**config.mk**
```make
export PLATFORM = sky130hd
export DESIGN_NAME = rng_share_arbiter
export DESIGN_NICKNAME = d
export VERILOG_FILES = /design/src/rtl/rng_share_arbiter.sv
export SDC_FILE = /design/constraint.sdc
export NUM_CORES = 1
export LEC_CHECK = 0
export ABC_AREA = 1
export CAP_MARGIN = 5
export CORE_ASPECT_RATIO = 0.9
export CORE_MARGIN = 2
export CORE_UTILIZATION = 50
export CTS_CLUSTER_DIAMETER = 60
export CTS_CLUSTER_SIZE = 16
export DETAILED_ROUTE_END_ITERATION = 6
export GPL_ROUTABILITY_DRIVEN = 0
export PLACE_DENSITY_LB_ADDON = 0.05
export SYNTH_ARGS = -nofsm -noshare
export SYNTH_HDL_FRONTEND = slang
export SYNTH_SLANG_ARGS = --single-unit
```
**constraint.sdc**
```tcl
create_clock -name clk -period 2.7 [get_ports clk]
set_input_delay 0.405 -clock clk [delete_from_list [all_inputs] [get_ports clk]]
set_output_delay 0.405 -clock clk [all_outputs]
set_load 0.005 [all_outputs]
```
**src/rtl/rng_share_arbiter.sv**
```systemverilog
// Round-robin arbiter handing each fresh random word to exactly one requester.
// A word is consumed by a single req/ack grant; unclaimed words are overwritten.
module rng_share_arbiter #(
  parameter int N_REQ  = 4,
  parameter int WORD_W = 20,
  parameter int ID_W   = 2
) (
  input  logic              clk,
  input  logic              rst,
  input  logic [WORD_W-1:0] rnd_word,
  input  logic [N_REQ-1:0]  req,
  output logic [N_REQ-1:0]  ack,
  output logic [WORD_W-1:0] rnd_out,
  output logic [ID_W-1:0]   grant_id,
  output logic              fresh,
  output logic [15:0]       grant_cnt
);

  localparam logic [0:0] WAIT_WORD = 1'b0;
  localparam logic [0:0] HAVE_WORD = 1'b1;

  logic [0:0]        state;
  logic [WORD_W-1:0] last_word;
  logic [ID_W-1:0]   ptr;
  logic [ID_W-1:0]   win;
  logic [ID_W-1:0]   win_nxt;
  logic [ID_W-1:0]   idx;
  logic              found;
  logic              grant;
  logic              new_word;
  int                j;

  assign fresh = (state == HAVE_WORD);

  // first set request bit at or after ptr, wrapping
  always_comb begin
    found = 1'b0;
    win   = '0;
    idx   = '0;
    j     = 0;
    for (int i = 0; i < N_REQ; i++) begin
      j = int'(ptr) + i;
      if (j >= N_REQ) j = j - N_REQ;
      idx = ID_W'(j);
      if (!found && req[idx]) begin
        found = 1'b1;
        win   = idx;
      end
    end
  end

  assign win_nxt  = (win == ID_W'(N_REQ - 1)) ? '0 : win + ID_W'(1);
  assign grant    = fresh && found;
  assign new_word = (rnd_word != last_word);

  always_ff @(posedge clk or posedge rst) begin
    if (rst) begin
      state     <= WAIT_WORD;
      last_word <= '0;
      ptr       <= '0;
      ack       <= '0;
      rnd_out   <= '0;
      grant_id  <= '0;
      grant_cnt <= '0;
    end else begin
      ack <= '0;
      if (grant) begin
        ack       <= {{(N_REQ-1){1'b0}}, 1'b1} << win;
        rnd_out   <= last_word;
        grant_id  <= win;
        ptr       <= win_nxt;
        grant_cnt <= grant_cnt + 16'd1;
      end
      // a word arriving on the grant edge stays available for the next one
      if (new_word) begin
        last_word <= rnd_word;
        state     <= HAVE_WORD;
      end else if (grant) begin
        state     <= WAIT_WORD;
      end
    end
  end

endmodule

```
Yosys cells after proc, flatten, opt, wreduce, memory -nomap -nowiden
Cells that the tools add are included.
{ "classes": {"reduce_logical": 8, "addsub": 9, "eq_ne": 2, "magnitude_cmp": 8, "muxes": 24, "shifts": 1} }
{ "ops": {"columns": ["cell", "n"], "rows": [
  ["!= test 20 bit", 1],
  ["2-to-1 mux 2 bit", 9],
  ["adder 16 x 1 -> 16 bit, second input constant", 1],
  ["< comparator 2 x 3 -> 1 bit, second input constant", 4],
  ["2-to-1 mux 1 bit", 10],
  [">= comparator 3 bit, second input constant", 3],
  ["binary-select mux 1 bit (select 2 bit)", 4],
  ["subtractor 2 x 1 -> 2 bit, second input constant", 4],
  ["adder 2 x 2 -> 3 bit, second input constant", 2],
  ["logical AND 1 bit", 4],
  ["2-to-1 mux 4 bit", 1],
  ["<< shifter 1 x 2 -> 4 bit, first input constant", 1],
  ["adder 2 x 1 -> 3 bit, second input constant", 1],
  [">= comparator 2 x 3 -> 1 bit, second input constant", 1],
  ["logical NOT 1 bit", 3],
  ["adder 2 x 1 -> 2 bit, second input constant", 1],
  ["== test 2 bit, second input constant", 1],
  ["nonzero test 2 bit", 1]
]} }
{ "word_totals": {"reg_bits": 65, "word_cells": 59, "in_bits": 26} }

Logic depth before layout (Yosys ltp)
Gate-level depths: netlist of run 1.
{ "depth": {"word_depth": 17, "depth_mapped": 14} }

Worst setup path after synthesis of run 1
No wires, ideal clock.
{ "synth_path": {"kind": "register to register", "startpoint": "register ptr[0]", "endpoint": "register ptr[1]", "arrival_time_ns": 1.613, "required_time_ns": 2.569, "setup_slack_ns": 0.957, "stages_incl_launch_ff": 14, "setup_ns": 0.131, "period_less_slack_ns": 1.743, "cell_sequence": "dfrtp_1 -> buf_6 -> inv_4 -> nand2_1 -> nand3_1 -> nand2_1 -> inv_1 -> nand2_1 -> nand2_1 -> nand2_1 -> a21oi_1 -> ha_1 -> nand2_1 -> o21ai_0"} }
{ "synth_via": {"elab_chain_cells": 16, "word_cells_on_any_way": 41, "cone_classes": "add/sub (8); order compare (4); eq/ne (1); mux (21); reduce/logical (7)"} }
{ "synth_rtl": {"columns": ["item", "line_no", "source"], "rows": [
  ["start: declaration", "24", "logic [ID_W-1:0] ptr;"],
  ["start signal: assignment", "71", "ptr <= win_nxt;"],
  ["branches (longest 13 deep; another with adder 2 x 1 -> 3 bit)", null, null],
  ["2-to-1 mux 2 bit (*)", "45", "if (!found && req[idx]) begin"],
  ["net win[0]", "25", "logic [ID_W-1:0] win;"],
  ["adder 2 x 1 -> 2 bit / == test 2 bit (equally long branches)", "52", "assign win_nxt = (win == ID_W'(N_REQ - 1)) ? '0 : win + ID_W'(1);"],
  ["2-to-1 mux 2 bit (*)", "52", null],
  ["net win_nxt[1]", "26", "logic [ID_W-1:0] win_nxt;"]
]} }
Mark *: on every way through the listed nets, which the timed path passes. The select of a mux whose other input is x is not followed.
A chain may end at the register's enable or synchronous reset.

Final worst setup path of run 1
{ "layout_path": {"startpoint": "register ptr[0]", "endpoint": "register grant_cnt[10]"} }
{ "layout_via": {"elab_chain_cells": 15, "word_cells_on_any_way": 34, "cone_classes": "add/sub (7); order compare (4); mux (16); reduce/logical (7)"} }
{ "layout_rtl": {"columns": ["item", "line_no", "source"], "rows": [
  ["branches (longest 13 deep; another with adder 2 x 1 -> 3 bit)", null, null],
  ["2-to-1 mux 1 bit (*)", "45", null],
  ["logical AND 1 bit (*)", "53", "assign grant = fresh && found;"],
  ["end signal: assignment", "72", "grant_cnt <= grant_cnt + 16'd1;"],
  ["end: declaration", "16", "output logic [15:0] grant_cnt"]
]} }
Mark *: on every way between the ends. The select of a mux whose other input is x is not followed.

==> results of run 1 <==
power breakdown:
part	leakage, nW	internal, mW	switching (mW)
Clock	0.107	0.547	0.358
Combinational	0.982	0.845	0.979
Sequential	0.782	1.27	0.226
placed cells by master, fill, tap and decap left out, types with 3 or more instances in the layout:
cell,Yosys,final
nand2_1,122,122
dfrtp_1,65,65
nand2_2,3,3
clkbuf_8,0,10
nand4_1,5,5
nor2_1,13,13
nand3_1,20,20
o21ai_0,25,25
nor3_1,11,11
xor2_1,16,16
xnor2_1,7,7
clkdlybuf4s50_1,0,68
o21ai_2,3,3
ha_1,5,5
inv_1,37,36
worst max path at each step:
stage	startpoint	to	slack, ns	depth (start not counted)
after floorplan	rst	ack[0]$_DFF_PP0_	0.67	1
after global placement	req[3]	ptr[1]$_DFFE_PP0P_	0.32	10
after detailed placement	req[2]	ptr[1]$_DFFE_PP0P_	0.26	10
after CTS	ptr[0]$_DFFE_PP0P_	ptr[1]$_DFFE_PP0P_	0.56	10
after global routing	ptr[0]$_DFFE_PP0P_	grant_cnt[4]$_DFFE_PP0P_	0.33	11
final	ptr[0]$_DFFE_PP0P_	grant_cnt[10]$_DFFE_PP0P_	0.57	11
layer usage:
| metal | vias to the layer above | share of wire [%] | global-route usage [%] |
|---|---|---|---|
| met1 | 1112 | 47 | 25.2 |
| li1 | 1258 | - | - |
| met2 | 68 | 47 | 31.1 |
| met4 | 0 | 1.0 | 7.38 |
| met5 | - | 0 | 0 |
| met3 | 6 | 5.1 | 6.13 |
worst reg2reg max path, stage by stage (launching register included):
cell and delay (ns):
dfrtp_1 0.50, inv_4 0.14, nand2_1 0.05, nand2_1 0.13, nand2_2 0.09, nand2_2 0.10, nor2_4 0.05, nand3_2 0.09
nand2_4 0.14, inv_2 0.52, nand2_1 0.13, o21ai_0 0.11
sequential cells by signal, summed over array words and instances, names as in the netlist:
register	flops
fresh	1
rnd_out	20
ack	4
ptr	2
grant_cnt	16
last_word	20
grant_id	2
area by class of cell:
cell class,instances,share of cell area [%]
clock buffers,12,3.62
clock inverters,4,1.91
inverters,39,3.72
multi-input cells,241,30.2
flip-flops and latches,65,40.6
well taps,72,2.25
repair buffers,70,17.7
logic make-up (layout without fill, tap and decap cells):
| kind of cell | count (synthesis) | count (layout) | synth area share, % |
|---|---|---|---|
| AO/OA/AOI/OAI | 32 | 32 | 5.56 |
| AND/OR/NAND/NOR | 181 | 181 | 24.7 |
| adder cells (fa/ha/maj) | 5 | 5 | 2.00 |
| XOR/XNOR | 23 | 23 | 6.43 |
| flip-flops | 65 | 65 | 52.0 |
| buffers and inverters | 68 | 125 | 9.35 |
synthesized netlist by cell type, types with 2 or more instances:
library cell / number / area, um^2
xor2_1: 16 / 140
buf_2: 3 / 15.0
ha_1: 5 / 62.6
dfrtp_1: 65 / 1630
nand2_2: 3 / 18.8
o21ai_0: 25 / 125
o21ai_2: 3 / 26.3
buf_6: 4 / 45.0
inv_1: 37 / 139
nand3_1: 20 / 100
nand4_1: 5 / 31.3
or2_2: 2 / 12.5
xnor2_1: 7 / 61.3
nor2_1: 13 / 48.8
nor3_1: 11 / 55.1
o22ai_1: 2 / 12.5
nand2_1: 122 / 458
nand3_2: 2 / 20.0
clkbuf_1: 21 / 78.8
==> qor.yml, run 1 <==
run_status:
  status: "complete, no violations"
sta:
  timing.final.crit_period_ns: 2.13
  hold_viol_final: 0
  worstMarginPinSlew_ns: 0.640
  rsz0062_at_grt: "false"
  setup_violations: 0
  fin_tns_setup_ns: 0
  timing.final.ws_setup_ns: 0.570
  slew_headroom_pct: 57.3
  fin_hold_ws_ns: 0.467
  clock.fmax_mhz: 469
  finClkSkew_ns: 0.00619
  min_period_over_period_pct: 78.9
  finalMaxSlewViolations: 0
die:
  dieHeight_um: 79.1
  fp-row-count: 27
  io_pins: 69
  dieArea_um2: 6910
  die_w_um: 87.4
  core_um2: 6080
  start_util_pct: 51.5
setup_path:
  r2r_cells: 11
  cp_slowest_cell: "inv_2"
  critical-path-top-delay-family: "simple AND/OR/NAND/NOR gates"
  path_class: "flip-flop to flip-flop"
  cp_cell_sequence: "inv_4, nand2_1, nand2_1, nand2_2, nand2_2, nor2_4, nand3_2, nand2_4, inv_2, nand2_1, o21ai_0"
  worst_ep_arrival_time_ns: 2.38
  critPathCaptureType: "flip-flop"
  critPathMaxFanout: 38
  r2r_slack_ns: 0.57
  critPathMaxStageDelay_ns: 0.52
  r2r-end: "grant_cnt[10]$_DFFE_PP0P_"
  critical_path_buf_inv_count: 2
  r2r-start: "ptr[0]$_DFFE_PP0P_"
  start_kind: "flip-flop"
  cpMostUsedCell: "nand2_1"
  critPathRequiredTime_ns: 2.95
place:
  dpl.hpwl_um: 4480
  dp_slack_ns: 0.264
  port_buffers: 68
  dpl.cell_count: 487
  placed_area_um2: 3780
yosys:
  ys_ff_latch: 65
  synth_edf_count: 0
  ys_types: 27
  ys_warn_count: 0
  syn_area_um2: 3130
  synthFlopType: "dfrtp_1"
  synth_nets: 405
  avgSynthCellArea_um2: 8.37
  synthCells: 374
  async_reset_ff_share_pct: 100
  synth_seq_area_share_pct: 52.0
detailed_routing:
  dr_total_vias: 2444
  drtIter0Drc: 183
  drtPass1Iterations: 4
  routed_wl_um: 6200
  detail-route-antenna-nets: 0
  route.detailed.drc: 0
  viasPerCell: 4.86
  drt-wirelength-per-cell_um: 12.3
clocking:
  tritoncts: "done"
  clk_path_buf_depth: 2
  cts_resized: 0
  root_buffer: "clkbuf_8"
  htreeDepth: 3
  cts.clk_slew.worst_paths_ns: 0.07
  post_cts_buffers: 0
  cts_hold_buf: 0
  cts_buffers: 9
  clkLatencyLatePin_ns: 0.34
  numClockSinks: 65
final_layout:
  nNetsFinal: 457
  fin_util_pct: 65.9
  final_cells: 503
  area_growth_syn_to_layout_pct: 28.0
  drive_gt1_share_pct: 7.19
  register_area_um2: 1630
  design_area_um2: 4010
  antenna_cells: 0
  multiInputGateArea_um2: 1210
  final.fill_count: 521
global_route:
  grt_pass1_vias: 2349
  grt_pass1_wl_um: 10500
  grtUsageTotal_pct: 19.6
  grt_max_degree: 39
  antenna_found_initial: 0
  globalRouteOverflowTotal: 0
power:
  power.density_nw_per_um2: 1050
  ir_drop_mv: 0.448
  p_leak_nw: 1.87
  power_mw: 4.22
job:
  drv_cap: 0
worst_hold_path:
  min_path_type: "input port to async pin"
No activity file was read; power rests on OpenSTA's default activity.
==> inputs of run 2 (changes only) <==
==> constraint.sdc (replaced) <==
create_clock -name clk -period 2.1 [get_ports clk]
set_input_delay 0.315 -clock clk [delete_from_list [all_inputs] [get_ports clk]]
set_output_delay 0.315 -clock clk [all_outputs]
set_load 0.005 [all_outputs]
==> qor.yml, run 2 (same netlist as run 1, synthesis figures left out) <==
run_status:
  status: "complete, no violations"
sta:
  min_period_over_period_pct: 91.7  # +13 points
  finalMaxSlewViolations: 0  # unchanged
  clock.fmax_mhz: 520  # +11%
  worstMarginPinSlew_ns: 0.368  # -0.272 ns
  setup_violations: 0  # unchanged
  hold_viol_final: 0  # unchanged
  fin_hold_ws_ns: 0.374  # -0.0938 ns
  slew_headroom_pct: 75.5  # +18 points
  timing.final.crit_period_ns: 1.92  # -0.206 ns
  finClkSkew_ns: 0.00811  # +0.00191 ns
  rsz0062_at_grt: "false"
  timing.final.ws_setup_ns: 0.175  # -0.394 ns
setup_path:
  r2r-start: "ptr[0]$_DFFE_PP0P_"
  critPathRequiredTime_ns: 2.31  # -0.64 ns
  worst_ep_arrival_time_ns: 2.13  # -0.25 ns
  cp_slowest_cell: "dfrtp_2"
  path_class: "flip-flop to flip-flop"
  r2r_cells: 11  # unchanged
  critPathMaxFanout: 10  # -74%
  critPathCaptureType: "flip-flop"
  cp_cell_sequence: "inv_4, nand2_1, nand3_1, nand2_1, nor2_4, nand4_1, nand2_1, inv_1, ha_1, nand2_1, o21ai_0"
  start_kind: "flip-flop"
  r2r_slack_ns: 0.18  # -0.39 ns
  cpMostUsedCell: "nand2_1"
  r2r-end: "ptr[1]$_DFFE_PP0P_"
  critPathMaxStageDelay_ns: 0.49  # -0.03 ns
final_layout:
  largestRegisters: "last_word x20, rnd_out x20, grant_cnt x16"
  design_area_um2: 4020  # +0.34%
  nNetsFinal: 463  # +1.3%
  area_growth_syn_to_layout_pct: 28.4
  most-common-layout-cells: "nand2_1, clkdlybuf4s50_1, dfrtp_1"
  final_common_cell: "nand2_1"
  antenna_cells: 0  # unchanged
  drive_gt1_share_pct: 9.15  # +2.0 points
clocking:
  htreeDepth: 3  # unchanged
  cts_hold_buf: 0  # unchanged
  numClockSinks: 65  # unchanged
  root_buffer: "clkbuf_8"
  tritoncts: "done"
  clk_path_buf_depth: 2  # unchanged
  cts_buffers: 9  # unchanged
  cts.clk_slew.worst_paths_ns: 0.07  # about the same
  clkLatencyLatePin_ns: 0.34  # about the same
detailed_routing:
  drtPass1Iterations: 4  # unchanged
  drtIter0Drc: 99  # -46%
  drt-wirelength-per-cell_um: 12.3  # -0.21%
  viasPerCell: 4.96  # +2.0%
  detail-route-antenna-nets: 0  # unchanged
  dr_total_vias: 2523  # +3.2%
  routed_wl_um: 6260  # +0.98%
  route.detailed.drc: 0  # unchanged
place:
  dpl.hpwl_um: 4370  # -2.5%
  dp_slack_ns: -0.161  # -0.425 ns
  port_buffers: 68  # unchanged
  placed_area_um2: 3830  # +1.2%
global_route:
  globalRouteOverflowTotal: 0  # unchanged
  antenna_found_initial: 0  # unchanged
  met3_usage_pct: 8.11  # +2.0 points
  grt.busiest_layer: "met2"
  grt_pass1_wl_um: 10800  # +3.1%
  grtUsageMet2_pct: 30.5  # -0.53 points
  met1_usage_pct: 27.1  # +1.8 points
  grt_max_degree: 66  # +69%
  grt_pass1_vias: 2396  # +2.0%
  grtUsageTotal_pct: 20.2  # +0.61 points
die:
  fp-row-count: 27  # unchanged
  io_pins: 69  # unchanged
  die_w_um: 87.4  # unchanged
  dieArea_um2: 6910  # unchanged
  core_um2: 6080  # unchanged
  dieHeight_um: 79.1  # unchanged
  start_util_pct: 51.5  # unchanged
power:
  p_leak_nw: 1.88  # +0.33%
  power.density_nw_per_um2: 1340  # +27%
  ir_drop_mv: 0.756  # +69%
job:
  drv_cap: 0  # unchanged
worst_hold_path:
  min_path_type: "input port to async pin"
[run 2: report_power, final]
group | total [mW] | internal [mW] | switching (mW)
clock network | 0.961 | 0.491 | 0.470
logic | 2.50 | 1.21 | 1.30
registers | 1.92 | 1.63 | 0.286
total | 5.38 | 3.33 | 2.05
[run 2: critical path, delay by kind of cell, from the launching register on]
| kind | cells | cell delay [ns] |
|---|---|---|
| simple gates | 7 | 0.79 |
| flops | 1 | 0.49 |
| fa+ha+maj | 1 | 0.26 |
| buf+inv | 2 | 0.18 |
| compound gates | 1 | 0.08 |
[run 2: through the flow]
stage               setup TNS (ns)  utilization, %  power [mW]  cells
CTS                              0            66.0        5.41    509
detailed placement           -1.59            63.0        4.42    493
global placement            -0.692            63.0        4.36    493
global route                     0            66.1        5.87    509
floorplan                        0               -        3.37    374
finish                           0            66.1        5.38    509
[run 2: final cells by class]
cell class | instances | area, um^2
Clock inverter | 4 | 27.5
Timing Repair Buffer | 76 | 753
Tap cell | 72 | 90.1
Multi-Input combinational cell | 241 | 1210
Inverter | 39 | 151
Clock buffer | 12 | 155
Fill cell | 521 | 2060
Sequential cell | 65 | 1630
[run 2: routing by layer]
layer / share of wire [%] / vias up
li1: - / 1273
met1: 47 / 1183
met2: 45 / 62
met3: 6.1 / 5
met4: 1.0 / 0
met5: 0 / -
[run 2: worst max path at each step]
stage / startpoint / to / slack [ns]
after detailed placement: req[1] / ptr[1]$_DFFE_PP0P_ / -0.16
final: ptr[0]$_DFFE_PP0P_ / ptr[1]$_DFFE_PP0P_ / 0.18
after CTS: ptr[0]$_DFFE_PP0P_ / ptr[1]$_DFFE_PP0P_ / 0.03
after global placement: req[1] / ptr[1]$_DFFE_PP0P_ / -0.11
after global routing: ptr[0]$_DFFE_PP0P_ / ptr[1]$_DFFE_PP0P_ / 0.005
after floorplan: rst / ack[0]$_DFF_PP0_ / 0.16
[run 2: repair_timing]
| item | CTS | global route |
|---|---|---|
| buffers inserted | 0 | 0 |
| endpoints found under the setup margin | 0 | 31 |
| resized for setup | 0 | 4 |
==> inputs of run 3 (changes only) <==
==> constraint.sdc (replaced) <==
create_clock -name clk -period 2.1 [get_ports clk]
set_input_delay 0.315 -clock clk [delete_from_list [all_inputs] [get_ports clk]]
set_output_delay 0.315 -clock clk [all_outputs]
set_load 0.1 [all_outputs]
==> qor.yml, run 3 (same netlist as run 1, synthesis figures left out) <==
sta:
  clock.fmax_mhz: 511  # -1.7%
  hold_viol_final: 0  # unchanged
  slew_headroom_pct: 70.5  # -4.9 points
  finalMaxSlewViolations: 0  # unchanged
  worstMarginPinSlew_ns: 0.442  # +0.0733 ns
  timing.final.crit_period_ns: 1.96  # +0.0328 ns
  min_period_over_period_pct: 93.2  # +1.6 points
  setup_violations: 0  # unchanged
  finClkSkew_ns: 0.0116  # +0.00350 ns
  timing.final.ws_setup_ns: 0.142  # -0.0328 ns
  rsz0062_at_grt: "true"
setup_path:
  cp_cell_sequence: "clkbuf_2, nand2_1, nand2_2, nand2_2, nand2_2, nor2_4, nand3_1, nand3_2, nand2_1, inv_1, ha_1, nand2_1, o21ai_0"
  critPathRequiredTime_ns: 2.31  # about the same
  cp_slowest_cell: "dfrtp_2"
  critical_path_buf_inv_count: 2  # unchanged
  critical-path-top-delay-family: "simple AND/OR/NAND/NOR gates"
  r2r_slack_ns: 0.14  # -0.03 ns
  critPathMaxStageDelay_ns: 0.46  # -0.03 ns
  critPathMaxFanout: 6  # -4
  path_class: "flip-flop to flip-flop"
  worst_ep_arrival_time_ns: 2.17  # +0.04 ns
  critPathCaptureType: "flip-flop"
  start_kind: "flip-flop"
job:
  drv_cap: 0  # unchanged
detailed_routing:
  dr_total_vias: 2510  # -0.52%
  route.detailed.drc: 0  # unchanged
  drtPass1Iterations: 4  # unchanged
  drtIter0Drc: 86  # -13%
  drt-wirelength-per-cell_um: 12.6  # +2.2%
  detail-route-antenna-nets: 0  # unchanged
  viasPerCell: 4.91  # -0.90%
  routed_wl_um: 6430  # +2.7%
clocking:
  cts_hold_buf: 0  # unchanged
  cts.clk_slew.worst_paths_ns: 0.08  # about the same
  cts_buffers: 9  # unchanged
  htreeDepth: 3  # unchanged
  clk_path_buf_depth: 2  # unchanged
  numClockSinks: 65  # unchanged
  tritoncts: "done"
  root_buffer: "clkbuf_8"
  clkLatencyLatePin_ns: 0.35  # about the same
final_layout:
  most-common-layout-cells: "nand2_1, dfrtp_1, buf_4"
  area_growth_syn_to_layout_pct: 25.9
  drive_gt1_share_pct: 19.8  # +11 points
  final_common_cell: "nand2_1"
  nNetsFinal: 465  # +0.43%
  antenna_cells: 0  # unchanged
  largestRegisters: "last_word x20, rnd_out x20, grant_cnt x16"
global_route:
  globalRouteOverflowTotal: 0  # unchanged
  grt_pass1_vias: 2395  # -0.042%
  grt_pass1_wl_um: 10800  # +0.19%
  grt_max_degree: 39  # -41%
  grtUsageTotal_pct: 20.1  # -0.11 points
  antenna_found_initial: 0  # unchanged
die:
  io_pins: 69  # unchanged
  dieArea_um2: 6910  # unchanged
  start_util_pct: 51.5  # unchanged
  fp-row-count: 27  # unchanged
  core_um2: 6080  # unchanged
  die_w_um: 87.4  # unchanged
  dieHeight_um: 79.1  # unchanged
place:
  port_buffers: 68  # unchanged
  dpl.hpwl_um: 4620  # +5.7%
  dp_slack_ns: -0.127  # +0.0335 ns
run_status:
  status: "complete, no violations"
worst_hold_path:
  min_path_type: "input port to async pin"
-- run 3: cell types whose count changed in the layout (fill, tap and decap cells not counted), moves of 2 or more --
cell             change
buf_4               +44
clkdlybuf4s50_1     -43
clkinvlp_4           -3
clkbuf_8             -2
clkinv_4             +2
-- run 3: through the flow --
| stage | utilization, % | hold WS, ns | TNS [ns] | instance area, um^2 | std cells |
|---|---|---|---|---|---|
| 2_1_floorplan | - | 0.413 | 0 | 3130 | 374 |
| 3_3_place_gp | 61.4 | 0.467 | -0.574 | 3730 | 494 |
| 3_5_place_dp | 61.4 | 0.467 | -2.22 | 3730 | 494 |
| 4_1_cts | 64.5 | 0.284 | 0 | 3930 | 510 |
| 5_1_grt | 64.8 | 0.328 | -0.0282 | 3940 | 511 |
| 6_report | 64.8 | 0.286 | 0 | 3940 | 511 |
-- run 3: layout make-up --
class                      instances  area [um^2]
sequential                        65         1630
clock inverter                     6         66.3
inverter                          39          151
tap                               72         90.1
multi-input combinational        241         1220
clock buffer                      10          128
timing repair buffer              78          658
fill                             535         2140
-- run 3: per-layer routing --
layer | track usage, % | share of wire, %
met1 | 26.3 | 47
met2 | 31.4 | 46
met3 | 7.07 | 5.7
met4 | 6.46 | 1.2
met5 | 0 | 0
-- run 3: path summary, 6_finish.rpt --
check,cells after the start,endpoint,from
setup / recovery,13,ptr[1]$_DFFE_PP0P_,ptr[0]$_DFFE_PP0P_
hold / removal,2,last_word[14]$_DFFE_PP0P_,rst
setup reg to reg,13,ptr[1]$_DFFE_PP0P_,ptr[0]$_DFFE_PP0P_
hold reg to reg,2,rnd_out[6]$_DFFE_PP0P_,rnd_out[6]$_DFFE_PP0P_
max in group asynchronous,3,grant_cnt[0]$_DFFE_PP0P_,rst
min in group clk,1,last_word[19]$_DFFE_PP0P_,rnd_word[19]
-- run 3: repair_timing --
action	in CTS	in global routing
setup endpoints to repair	0	32
buffers inserted	0	1
gates resized for setup	0	5
Power of run 3 is left out: the tool's default activity adds up to more than one toggle a clock period on the data nets, which glitch-free logic cannot reach.
